File: src/rtl/seg_pkg.sv
// -----------------------------------------------------------------------------
// seg_pkg
// Shared constants for the 7-segment capture path.
//   - Active-low segment patterns (abcdefg) for digits 0-9 and the blank pattern
//   - Active-low digit-select codes for the four display positions plus "none"
//   - Conversion FSM state type
// -----------------------------------------------------------------------------
package seg_pkg;

   localparam logic [6:0] SEG_0     = 7'b0000001;
   localparam logic [6:0] SEG_1     = 7'b1001111;
   localparam logic [6:0] SEG_2     = 7'b0010010;
   localparam logic [6:0] SEG_3     = 7'b0000110;
   localparam logic [6:0] SEG_4     = 7'b1001100;
   localparam logic [6:0] SEG_5     = 7'b0100100;
   localparam logic [6:0] SEG_6     = 7'b0100000;
   localparam logic [6:0] SEG_7     = 7'b0001111;
   localparam logic [6:0] SEG_8     = 7'b0000000;
   localparam logic [6:0] SEG_9     = 7'b0000100;
   localparam logic [6:0] SEG_BLANK = 7'b1111111;

   localparam logic [3:0] SEL_THOU  = 4'b0111;
   localparam logic [3:0] SEL_HUND  = 4'b1011;
   localparam logic [3:0] SEL_TENS  = 4'b1101;
   localparam logic [3:0] SEL_ONES  = 4'b1110;
   localparam logic [3:0] SEL_NONE  = 4'b1111;

   typedef enum logic [1:0] {
      IDLE,
      CONV,
      DONE
   } state_t;

endpackage

File: src/rtl/seg_pattern_decoder.sv
// -----------------------------------------------------------------------------
// seg_pattern_decoder
// Combinational decode of an active-low abcdefg segment pattern to a BCD digit.
// Configuration macro: SEVEN_SEG_CAPTURE_BLANK_ZERO_EN -- when defined, the
// all-off pattern decodes as a valid 0 (leading-zero-blanked displays).
// Ports:
//   i_pattern  in   7  segment pattern, active low
//   o_valid    out  1  pattern is a recognised digit
//   o_digit    out  4  decoded digit (0 when invalid)
// -----------------------------------------------------------------------------
module seg_pattern_decoder
   import seg_pkg::*;
(
   input  logic [6:0] i_pattern,
   output logic       o_valid,
   output logic [3:0] o_digit
);

   always_comb begin
      o_valid = 1'b1;
      o_digit = '0;
      case (i_pattern)
         SEG_0:     o_digit = 4'd0;
         SEG_1:     o_digit = 4'd1;
         SEG_2:     o_digit = 4'd2;
         SEG_3:     o_digit = 4'd3;
         SEG_4:     o_digit = 4'd4;
         SEG_5:     o_digit = 4'd5;
         SEG_6:     o_digit = 4'd6;
         SEG_7:     o_digit = 4'd7;
         SEG_8:     o_digit = 4'd8;
         SEG_9:     o_digit = 4'd9;
`ifdef SEVEN_SEG_CAPTURE_BLANK_ZERO_EN
         SEG_BLANK: o_digit = 4'd0;
`endif
         default:   o_valid = 1'b0;
      endcase
   end

endmodule

File: src/rtl/seven_seg_capture.sv
// -----------------------------------------------------------------------------
// seven_seg_capture
// Passive monitor on a multiplexed 7-segment bus. Waits for each digit to be
// stable, decodes it, assembles a 4-digit frame and converts it to binary.
// Configuration macro: SEVEN_SEG_CAPTURE_BLANK_ZERO_EN (see seg_pattern_decoder).
// Parameters:
//   SETTLE_CYCLES   identical bus cycles required before sampling (>= 2)
//   TIMEOUT_CYCLES  sample-free cycles before a partial frame is dropped
// Ports:
//   clk            in   1   system clock
//   rst            in   1   asynchronous active-high reset
//   segments       in   7   observed segments abcdefg, active low
//   digit_sel      in   4   observed digit enables, active low
//   value          out  14  last good frame, binary
//   digits_bcd     out  16  last good frame, BCD {thou,hund,tens,ones}
//   value_valid    out  1   pulse when value/digits_bcd update
//   decode_err     out  1   pulse when a completed frame held a bad digit
//   frame_timeout  out  1   high from timeout until the next sample
// -----------------------------------------------------------------------------
module seven_seg_capture
   import seg_pkg::*;
#(
   parameter int unsigned SETTLE_CYCLES  = 16,
   parameter int unsigned TIMEOUT_CYCLES = 200000
)(
   input  logic        clk,
   input  logic        rst,
   input  logic [6:0]  segments,
   input  logic [3:0]  digit_sel,
   output logic [13:0] value,
   output logic [15:0] digits_bcd,
   output logic        value_valid,
   output logic        decode_err,
   output logic        frame_timeout
);

   localparam int unsigned CW = (SETTLE_CYCLES > 2) ? $clog2(SETTLE_CYCLES) : 1;
   localparam int unsigned TW = (TIMEOUT_CYCLES > 2) ? $clog2(TIMEOUT_CYCLES) : 1;
   localparam logic [CW-1:0] CNT_MAX = CW'(SETTLE_CYCLES - 1);
   localparam logic [CW-1:0] CNT_PRE = CW'(SETTLE_CYCLES - 2);
   localparam logic [TW-1:0] GAP_MAX = TW'(TIMEOUT_CYCLES - 1);

   // ---------------- stability tracking ----------------
   logic [10:0]   r_prev;
   logic [CW-1:0] r_cnt;
   logic          w_same;
   logic          w_legal;
   logic          w_illegal;
   logic [1:0]    w_slot;
   logic          w_sample;

   always_comb begin
      w_legal   = 1'b1;
      w_illegal = 1'b0;
      w_slot    = 2'd0;
      case (digit_sel)
         SEL_THOU: w_slot = 2'd3;
         SEL_HUND: w_slot = 2'd2;
         SEL_TENS: w_slot = 2'd1;
         SEL_ONES: w_slot = 2'd0;
         SEL_NONE: w_legal = 1'b0;
         default: begin
            w_legal   = 1'b0;
            w_illegal = 1'b1;
         end
      endcase
   end

   assign w_same = ({digit_sel, segments} == r_prev);
   // One sample per dwell: fire on the step that takes the counter to its
   // saturation value, so a longer dwell never re-samples.
   assign w_sample = w_legal && w_same && (r_cnt == CNT_PRE);

   always_ff @(posedge clk or posedge rst) begin
      if (rst) begin
         r_prev <= '0;
         r_cnt  <= '0;
      end else begin
         r_prev <= {digit_sel, segments};
         if (w_illegal || !w_same)
            r_cnt <= '0;
         else if (r_cnt != CNT_MAX)
            r_cnt <= r_cnt + 1'b1;
      end
   end

   // ---------------- digit decode ----------------
   logic       w_dec_valid;
   logic [3:0] w_dec_digit;

   seg_pattern_decoder u_dec (
      .i_pattern (segments),
      .o_valid   (w_dec_valid),
      .o_digit   (w_dec_digit)
   );

   // ---------------- frame assembly ----------------
   logic [15:0]   r_digits;
   logic [3:0]    r_mask;
   logic          r_err;
   logic [TW-1:0] r_gap;
   logic [15:0]   w_frame_digits;
   logic [3:0]    w_mask_new;
   logic          w_frame_err;
   logic          w_frame_done;
   logic          w_frame_good;

   always_comb begin
      w_frame_digits = r_digits;
      w_frame_digits[{w_slot, 2'b00} +: 4] = w_dec_digit;
   end

   assign w_mask_new   = r_mask | (4'b0001 << w_slot);
   assign w_frame_err  = r_err | ~w_dec_valid;
   assign w_frame_done = w_sample && (w_mask_new == 4'hF);
   assign w_frame_good = w_frame_done && !w_frame_err;

   // A completing sample always clears the gap counter, so a timeout in the
   // same cycle is suppressed without extra logic.
   always_ff @(posedge clk or posedge rst) begin
      if (rst) begin
         r_digits      <= '0;
         r_mask        <= '0;
         r_err         <= 1'b0;
         r_gap         <= '0;
         frame_timeout <= 1'b0;
         decode_err    <= 1'b0;
      end else begin
         decode_err <= w_frame_done && w_frame_err;
         if (w_sample) begin
            r_digits      <= w_frame_digits;
            r_gap         <= '0;
            frame_timeout <= 1'b0;
            if (w_frame_done) begin
               r_mask <= '0;
               r_err  <= 1'b0;
            end else begin
               r_mask <= w_mask_new;
               r_err  <= w_frame_err;
            end
         end else if (r_gap == GAP_MAX) begin
            r_gap         <= '0;
            r_mask        <= '0;
            r_err         <= 1'b0;
            frame_timeout <= 1'b1;
         end else begin
            r_gap <= r_gap + 1'b1;
         end
      end
   end

   // ---------------- BCD -> binary conversion FSM ----------------
   state_t      r_state;
   logic [15:0] r_conv;
   logic [13:0] r_acc;
   logic [1:0]  r_step;
   logic [15:0] r_pend;
   logic        r_pend_valid;
   logic [3:0]  w_conv_digit;
   logic [13:0] w_acc_next;

   // Thousands first: step 0 selects bits [15:12].
   assign w_conv_digit = r_conv[{~r_step, 2'b00} +: 4];
   assign w_acc_next   = (r_acc << 3) + (r_acc << 1) + {10'd0, w_conv_digit};

   always_ff @(posedge clk or posedge rst) begin
      if (rst) begin
         r_state      <= IDLE;
         r_conv       <= '0;
         r_acc        <= '0;
         r_step       <= '0;
         r_pend       <= '0;
         r_pend_valid <= 1'b0;
         value        <= '0;
         digits_bcd   <= '0;
         value_valid  <= 1'b0;
      end else begin
         value_valid <= 1'b0;
         case (r_state)
            IDLE: begin
               // A fresh completion supersedes any older pending frame.
               if (w_frame_good) begin
                  r_conv       <= w_frame_digits;
                  r_acc        <= '0;
                  r_step       <= '0;
                  r_pend_valid <= 1'b0;
                  r_state      <= CONV;
               end else if (r_pend_valid) begin
                  r_conv       <= r_pend;
                  r_acc        <= '0;
                  r_step       <= '0;
                  r_pend_valid <= 1'b0;
                  r_state      <= CONV;
               end
            end
            CONV: begin
               if (w_frame_good) begin
                  r_pend       <= w_frame_digits;
                  r_pend_valid <= 1'b1;
               end
               r_acc  <= w_acc_next;
               r_step <= r_step + 1'b1;
               if (r_step == 2'd3) begin
                  value       <= w_acc_next;
                  digits_bcd  <= r_conv;
                  value_valid <= 1'b1;
                  r_state     <= DONE;
               end
            end
            DONE: begin
               if (w_frame_good) begin
                  r_pend       <= w_frame_digits;
                  r_pend_valid <= 1'b1;
               end
               r_state <= IDLE;
            end
            default: r_state <= IDLE;
         endcase
      end
   end

endmodule
File: config.mk
export PLATFORM = sky130hd
export DESIGN_NAME = seven_seg_capture
export DESIGN_NICKNAME = d
export VERILOG_FILES = /design/src/rtl/seg_pkg.sv /design/src/rtl/seg_pattern_decoder.sv /design/src/rtl/seven_seg_capture.sv
export SDC_FILE = /design/constraint.sdc
export NUM_CORES = 1
export LEC_CHECK = 0
export ABC_AREA = 0
export CAP_MARGIN = 0
export CORE_ASPECT_RATIO = 0.75
export CORE_MARGIN = 2
export CORE_UTILIZATION = 55
export DETAILED_ROUTE_END_ITERATION = 16
export MAX_ROUTING_LAYER = met4
export PLACE_DENSITY = 0.75
export SLEW_MARGIN = 25
export SYNTH_ARGS = -nofsm -noshare
export SYNTH_HDL_FRONTEND = slang
export SYNTH_SLANG_ARGS = --single-unit
File: constraint.sdc
create_clock -name clk -period 8.7 [get_ports clk]
set_input_delay 2.175 -clock clk [delete_from_list [all_inputs] [get_ports clk]]
set_output_delay 2.175 -clock clk [all_outputs]
set_load 0.01 [all_outputs]
==> qor.txt, run 1 <==
Die W = 134 µm
Vias = 4,946
Crit-path max FO = 22
Required time worst endpoint = 9.06 ns
Largest net degree at the start of global routing = 73
Mapped Area = 6930 µm²
Clk Latency, worst-skew pair = 0.42 ns
Synthesized instance count = 631
Area grow syn2layout = 17.4%
Post_cts resized = 0
Syn Area/Cell = 11.0 µm²
HP Class = reg -> reg
Root Driver = clkbuf_16
Nets = 719
DP HPWL = 10.2 mm
Drt total wl = 15.0 mm
Final Worst Setup Slack = 2.77 ns
Post-synth EDFFs = 0
Max-cap violations = 0
CTS tree = done
Outcome = finished clean
Kind of critical path = in -> reg
Final hold violations = 0
Netlist cell types = 61
H-tree Lvls = 4
VDD IR max = 0.157 mV
Die ar. = 13,500 µm²
CP endpoint kind = flop
Synthesized Nets = 680
Type of origin of the critical path = input pin
Fmax = 0.169 GHz
Synth top area cells = dfrtp_1 (49%), ha_1 (6.1%), mux2_2 (5.0%)
Worst path max stage delay = 0.69 ns
Fin Clk Skew = 0.00889 ns
Clk sink count = 137
CP Cell Sequence = clkdlybuf4s50_1 > xor2_1 > nand3_1 > inv_1 > ha_1 > o22ai_1 > or2_2 > a2111oi_1 > o211a_4 > o21a_1 > mux2_2
Final core utilization = 66.1%
Setup TNS = 0 ns
Synth warnings = 0
Cts bufs inserted = 17
Wire per inst = 17.7 µm
Number of global-route vias before repair = 4,850
Dpl ws = 2.52 ns
Gpl congestion = 0.941
Worst path slowest cell = a2111oi_1
Die Span Y = 101 µm
Relative slew slack = 41.9%
Final setup viols = 0
Hold buffer count at cts = 0
Initial Util = 56.3%
Row cnt = 35
Pwr Density = 184 nW/µm²
Worst Hold Depth = 2
Leakage = 3.86 nW
Max-slew violation total from the final report = 0
Fillers = 876
DR iter-0 viols = 395
Synthesized flop and latch total = 137
Global-route wire length before repair = 24.9 mm
Overall routing resource usage = 24.4%
Clock Path Buffers = 2
# Post-CTS Setup Buffers = 0
Minimum clock period after layout = 5.93 ns
Pre-Repair DR Iteration Count = 5
Vias/cell = 5.83
Reg2Reg Depth = 10
# diodes = 0
Ys async rst share = 100%
Overall power after layout = 1.50 mW
Clock Pin Slew Worst Setup and Hold Paths = 0.06 ns
Io pins = 46
Area share of the largest cell type after synthesis = 49.5%
# port buffers = 45
Grt total ovfl = 0
Share of post-route cells with drive strength above 1 = 11.4%
Slew @ Worst Pin = 0.872 ns
WP data arrival = 6.29 ns
Leading area contributor after synthesis = dfrtp_1
Initial antenna violation count = 0
RSZ-0062 raised after global routing = no
Synth Flop Type = dfrtp_1
Final period utilization = 68.2%
DRC Markers = 0
Core box area = 12,300 µm²
Post-synthesis sequential area ratio = 49.5%
Final ANT Viol Nets = 0
metal layers:
layer | wire [µm] | up-vias | share of wire, % | global-route usage, %
li1 | - | 2330 | - | -
met1 | 7450 | 2463 | 50 | 35.3
met2 | 6720 | 141 | 45 | 35.2
met3 | 685 | 12 | 4.6 | 4.65
met4 | 150 | 0 | 1.0 | 7.53
met5 | 0 | - | 0 | -
state kept, by name (all words and copies together) (netlist names):
signal         flops
r_digits          16
r_err              1
r_conv            16
r_gap             18
value             14
decode_err         1
r_pend_valid       1
digits_bcd        16
value_valid        1
r_state            2
r_pend            16
r_prev            11
r_mask             4
r_acc             13
r_cnt              4
frame_timeout      1
r_step             2
worst paths after layout:
| path | startpoint | end | slack [ns] |
|---|---|---|---|
| max | digit_sel[2] | r_step[0]$_DFFE_PP0P_ | 2.77 |
| min | r_digits[10]$_DFFE_PP0N_ | r_digits[10]$_DFFE_PP0N_ | 0.48 |
| max reg2reg | r_step[0]$_DFFE_PP0P_ | value[12]$_DFFE_PP0P_ | 4.83 |
| min reg2reg | r_digits[10]$_DFFE_PP0N_ | r_digits[10]$_DFFE_PP0N_ | 0.48 |
| max in group asynchronous | rst | r_pend[14]$_DFFE_PP0P_ | 5.03 |
| min in group asynchronous | rst | r_digits[11]$_DFFE_PP0N_ | 2.28 |
synth_stat cells (all sizes together), types with 10 or more instances:
library cell and number:
dfrtp 137, nand2 70, o21ai 44, nor2 35, ha 34, mux2 31, a22o 30, xor2 28
inv 21, a31oi 17, clkbuf 17, mux2i 17, nand3 17, nor2b 17, xnor2 14, buf 10
power by group:
| group | switching (mW) | internal (mW) |
|---|---|---|
| clock network | 0.279 | 0.533 |
| registers | 0.00113 | 0.640 |
| logic | 0.0320 | 0.0128 |
cell type report:
cell class / instances / area (µm²) / area share [%]
Clock buffer: 22 / 474 / 5.83
Clock inverter: 10 / 189 / 2.32
Inverter: 21 / 81.3 / 0.999
Multi-Input combinational cell: 446 / 3290 / 40.5
Sequential cell: 137 / 3430 / 42.1
Tap cell: 166 / 208 / 2.55
Timing Repair Buffer: 47 / 465 / 5.72
critical path, delay by kind of cell:
kind	cells	cell delay, ns
compound gates	4	1.89
buf+inv	2	0.84
simple gates	2	0.52
fa+ha+maj	1	0.39
mux	1	0.24
xor+xnor	1	0.23
cell families (layout without fill, tap and decap cells):
kind of cell,count (synthesis),after routing,synth area share [%]
AOI/OAI and AO/OA,136,136,13.9
xor gates and xnor gates,42,42,5.31
buffers and inverters,48,100,3.34
muxes,52,52,8.79
adders and majority gates,36,36,6.72
DFF,137,137,49.5
and+or+nand+nor,180,180,12.5
metrics by stage:
stage,instance area [µm²],instances,hold slack (ns)
after detailed placement,7460,817,0.465
after floorplan,6930,631,0.442
after CTS,8120,849,0.477
final,8140,849,0.482
after global placement,7460,817,0.455
after global routing,8140,849,0.498
cells in the final DEF (no fill, tap or decap), types with 3 or more instances in the layout:
cell type        synthesis  routed
nor2b_1                 17      17
ha_1                    34      34
a31oi_1                 17      17
a21o_1                   3       3
clkbuf_8                 0       3
a21oi_1                  7       7
nor2_1                  35      35
a22o_1                  30      30
xnor2_1                 14      14
o2bb2ai_1                4       4
nand2_1                 70      68
mux2_2                  31      31
mux4_2                   4       4
and2_1                   4       4
xor2_1                  28      28
nand4_1                  3       3
nor3_1                   6       6
clkdlybuf4s50_1          0      45
dfrtp_1                137     137
nor4_1                   3       3
nand3_1                 17      17
inv_1                   20      19
and4_1                   4       4
clkbuf_16                0      17
and3_1                   5       5
o21a_1                   5       5
bufinv_16                0       5
nand2b_1                 5       5
mux2i_1                 17      17
o21ai_0                 43      43
(Power assumes the default switching activity.)
==> inputs of run 2 (changes only) <==
Clock period 8.7 ns to 5.7 ns, I/O delays scaled along.
==> qor.txt, run 2 (same netlist as run 1, synthesis figures left out) <==
CP Cell Sequence = clkdlybuf4s50_1 > xor2_1 > nand3_1 > inv_1 > ha_1 > o22ai_1 > or2_2 > a2111oi_1 > o211a_4 > o21a_1 > mux2_2
Row cnt = 35 (unchanged)
Commonest cells after routing, fill and taps aside = dfrtp_1 (137), nand2_1 (69), clkdlybuf4s50_1 (45), o21ai_0 (43), nor2_1 (35)
Outcome = finished clean
Hold buffer count at cts = 0 (unchanged)
R2r setup slk = 1.82 ns (-3.01 ns)
Slew @ Worst Pin = 0.868 ns (-0.00389 ns)
Max-cap violations = 0 (unchanged)
RR Endpoint = value[12]$_DFFE_PP0P_
Drt total wl = 15.0 mm (-0.13%)
H-tree Lvls = 4 (unchanged)
Nets = 723 (+0.56%)
Leakage = 3.85 nW (about the same)
Max-slew violation total from the final report = 0 (unchanged)
Die W = 134 µm (unchanged)
Clock Path Buffers = 2 (unchanged)
Core box area = 12,300 µm² (unchanged)
DR iter-0 viols = 317 (-20%)
Placed insts = 821 (+0.49%)
Clk Latency, worst-skew pair = 0.42 ns (about the same)
Cts bufs inserted = 17 (unchanged)
HP Start = r_digits[7]$_DFFE_PP0N_
CTS tree = done
Clock Pin Slew Worst Setup and Hold Paths = 0.06 ns (about the same)
Clk sink count = 137 (unchanged)
Root Driver = clkbuf_16
Dpl ws = 0.455 ns (-2.07 ns)
Required time worst endpoint = 6.05 ns (-3.01 ns)
Pre-Repair DR Iteration Count = 6 (+1)
Grt total ovfl = 0 (unchanged)
Pwr Density = 269 nW/µm² (+46%)
# Post-CTS Setup Buffers = 0 (unchanged)
Vias/cell = 5.81 (-0.25%)
Io pins = 46 (unchanged)
Relative slew slack = 42.2% (+0.26 points)
Largest net degree at the start of global routing = 71 (-2.7%)
Share of post-route cells with drive strength above 1 = 12.1% (+0.66 points)
Gpl congestion = 0.920 (-2.3%)
Type of origin of the critical path = input pin
Initial Util = 56.3% (unchanged)
Overall power after layout = 2.18 mW (+46%)
Delay-heaviest family, CP = compound AO/OA/AOI/OAI gates
Max reg flops = 18 (unchanged)
DRC Markers = 0 (unchanged)
WP data arrival = 5.26 ns (-1.03 ns)
Final setup viols = 0 (unchanged)
Crit-path max FO = 15 (-32%)
RSZ-0062 raised after global routing = no
Reg2Reg Depth = 10 (unchanged)
Overall routing resource usage = 24.8% (+0.37 points)
Global-route wire length before repair = 25.5 mm (+2.7%)
Final hold violations = 0 (unchanged)
Most common cell after layout, fill and taps aside = dfrtp_1
Final ANT Viol Nets = 0 (unchanged)
WP buf/inv = 2 (unchanged)
Initial antenna violation count = 0 (unchanged)
Final Worst Setup Slack = 0.792 ns (-1.97 ns)
Number of global-route vias before repair = 4,986 (+2.8%)
DP HPWL = 10.4 mm (+1.3%)
Biggest register = r_gap
VDD IR max = 0.232 mV (+48%)
Fin Clk Skew = 0.0111 ns (+0.00222 ns)
Reg-to-Reg Start = r_step[0]$_DFFE_PP0P_
Post_cts resized = 0 (unchanged)
Fmax = 0.204 GHz
HP Class = reg -> reg
Worst path max stage delay = 0.66 ns (-0.03 ns)
Final period utilization = 86.1%
Minimum clock period after layout = 4.91 ns
Die Span Y = 101 µm (unchanged)
Worst Hold End = r_digits[7]$_DFFE_PP0N_
Post-route insts no fill = 853 (+0.47%)
Kind of critical path = in -> reg
CP endpoint kind = flop
# port buffers = 45 (unchanged)
Die ar. = 13,500 µm² (unchanged)
Vias = 4,957 (+0.22%)
Worst path slowest cell = clkdlybuf4s50_1
Area grow syn2layout = 17.0%
# diodes = 0 (unchanged)
Wire per inst = 17.6 µm (-0.60%)
Setup TNS = 0 ns (unchanged)
Worst Hold Depth = 2 (unchanged)
run 2: cell count changes in the layout (fill, tap and decap cells not counted):
cell        delta
buf_4          +4
clkinv_2       +4
bufinv_16      -2
clkbuf_1       -2
clkinvlp_4     +1
inv_6          -1
nand2_1        +1
nand2_2        -1
o2111ai_2      +1
o2111ai_4      -1
run 2: worst reg2reg max path, delay by kind of cell (launching register included):
family,cells,cell delay [ns]
adders and majority gates,3,0.96
muxes,2,0.82
AOI/OAI and AO/OA,5,1.50
DFF,1,0.54
run 2: final cells by class:
cell class | count | area [µm²]
clock buffer | 20 | 467
clock inverter | 12 | 148
sequential | 137 | 3430
fill | 934 | 4200
timing repair buffer | 51 | 495
inverter | 21 | 81.3
tap | 166 | 208
multi-input combinational | 446 | 3280
run 2: worst max-delay path by stage:
stage,depth (start not counted),start,endpoint,slack [ns]
5_1_grt,11,digit_sel[3],r_step[0]$_DFFE_PP0P_,0.51
3_5_place_dp,11,digit_sel[1],r_step[0]$_DFFE_PP0P_,0.45
6_report,11,digit_sel[1],r_step[0]$_DFFE_PP0P_,0.79
2_1_floorplan,1,rst,decode_err$_DFF_PP0_,0.61
4_1_cts,11,digit_sel[3],r_step[0]$_DFFE_PP0P_,0.83
3_3_place_gp,11,digit_sel[3],r_step[0]$_DFFE_PP0P_,0.68
run 2: power breakdown:
group,switching [mW],total [mW],internal (mW)
clock network,0.414,1.13,0.720
logic,0.0487,0.0687,0.0200
registers,0.00170,0.979,0.977
run 2: metrics by stage:
step	area, µm²	util (%)	hold slack, ns
after global routing	8110	65.9	0.512
after floorplan	6930	-	0.442
final	8110	65.9	0.471
after CTS	8100	65.8	0.478
after detailed placement	7490	60.9	0.466
after global placement	7490	60.9	0.456
run 2: metal layers:
layer  vias to the layer above  share of wire (%)  track usage, %
met1                      2464                 51            35.7
met4                         0                1.3            6.71
li1                       2343                  -               -
met2                       127                 43            35.8
met3                        23                4.4            5.31
met5                         -                  0               -
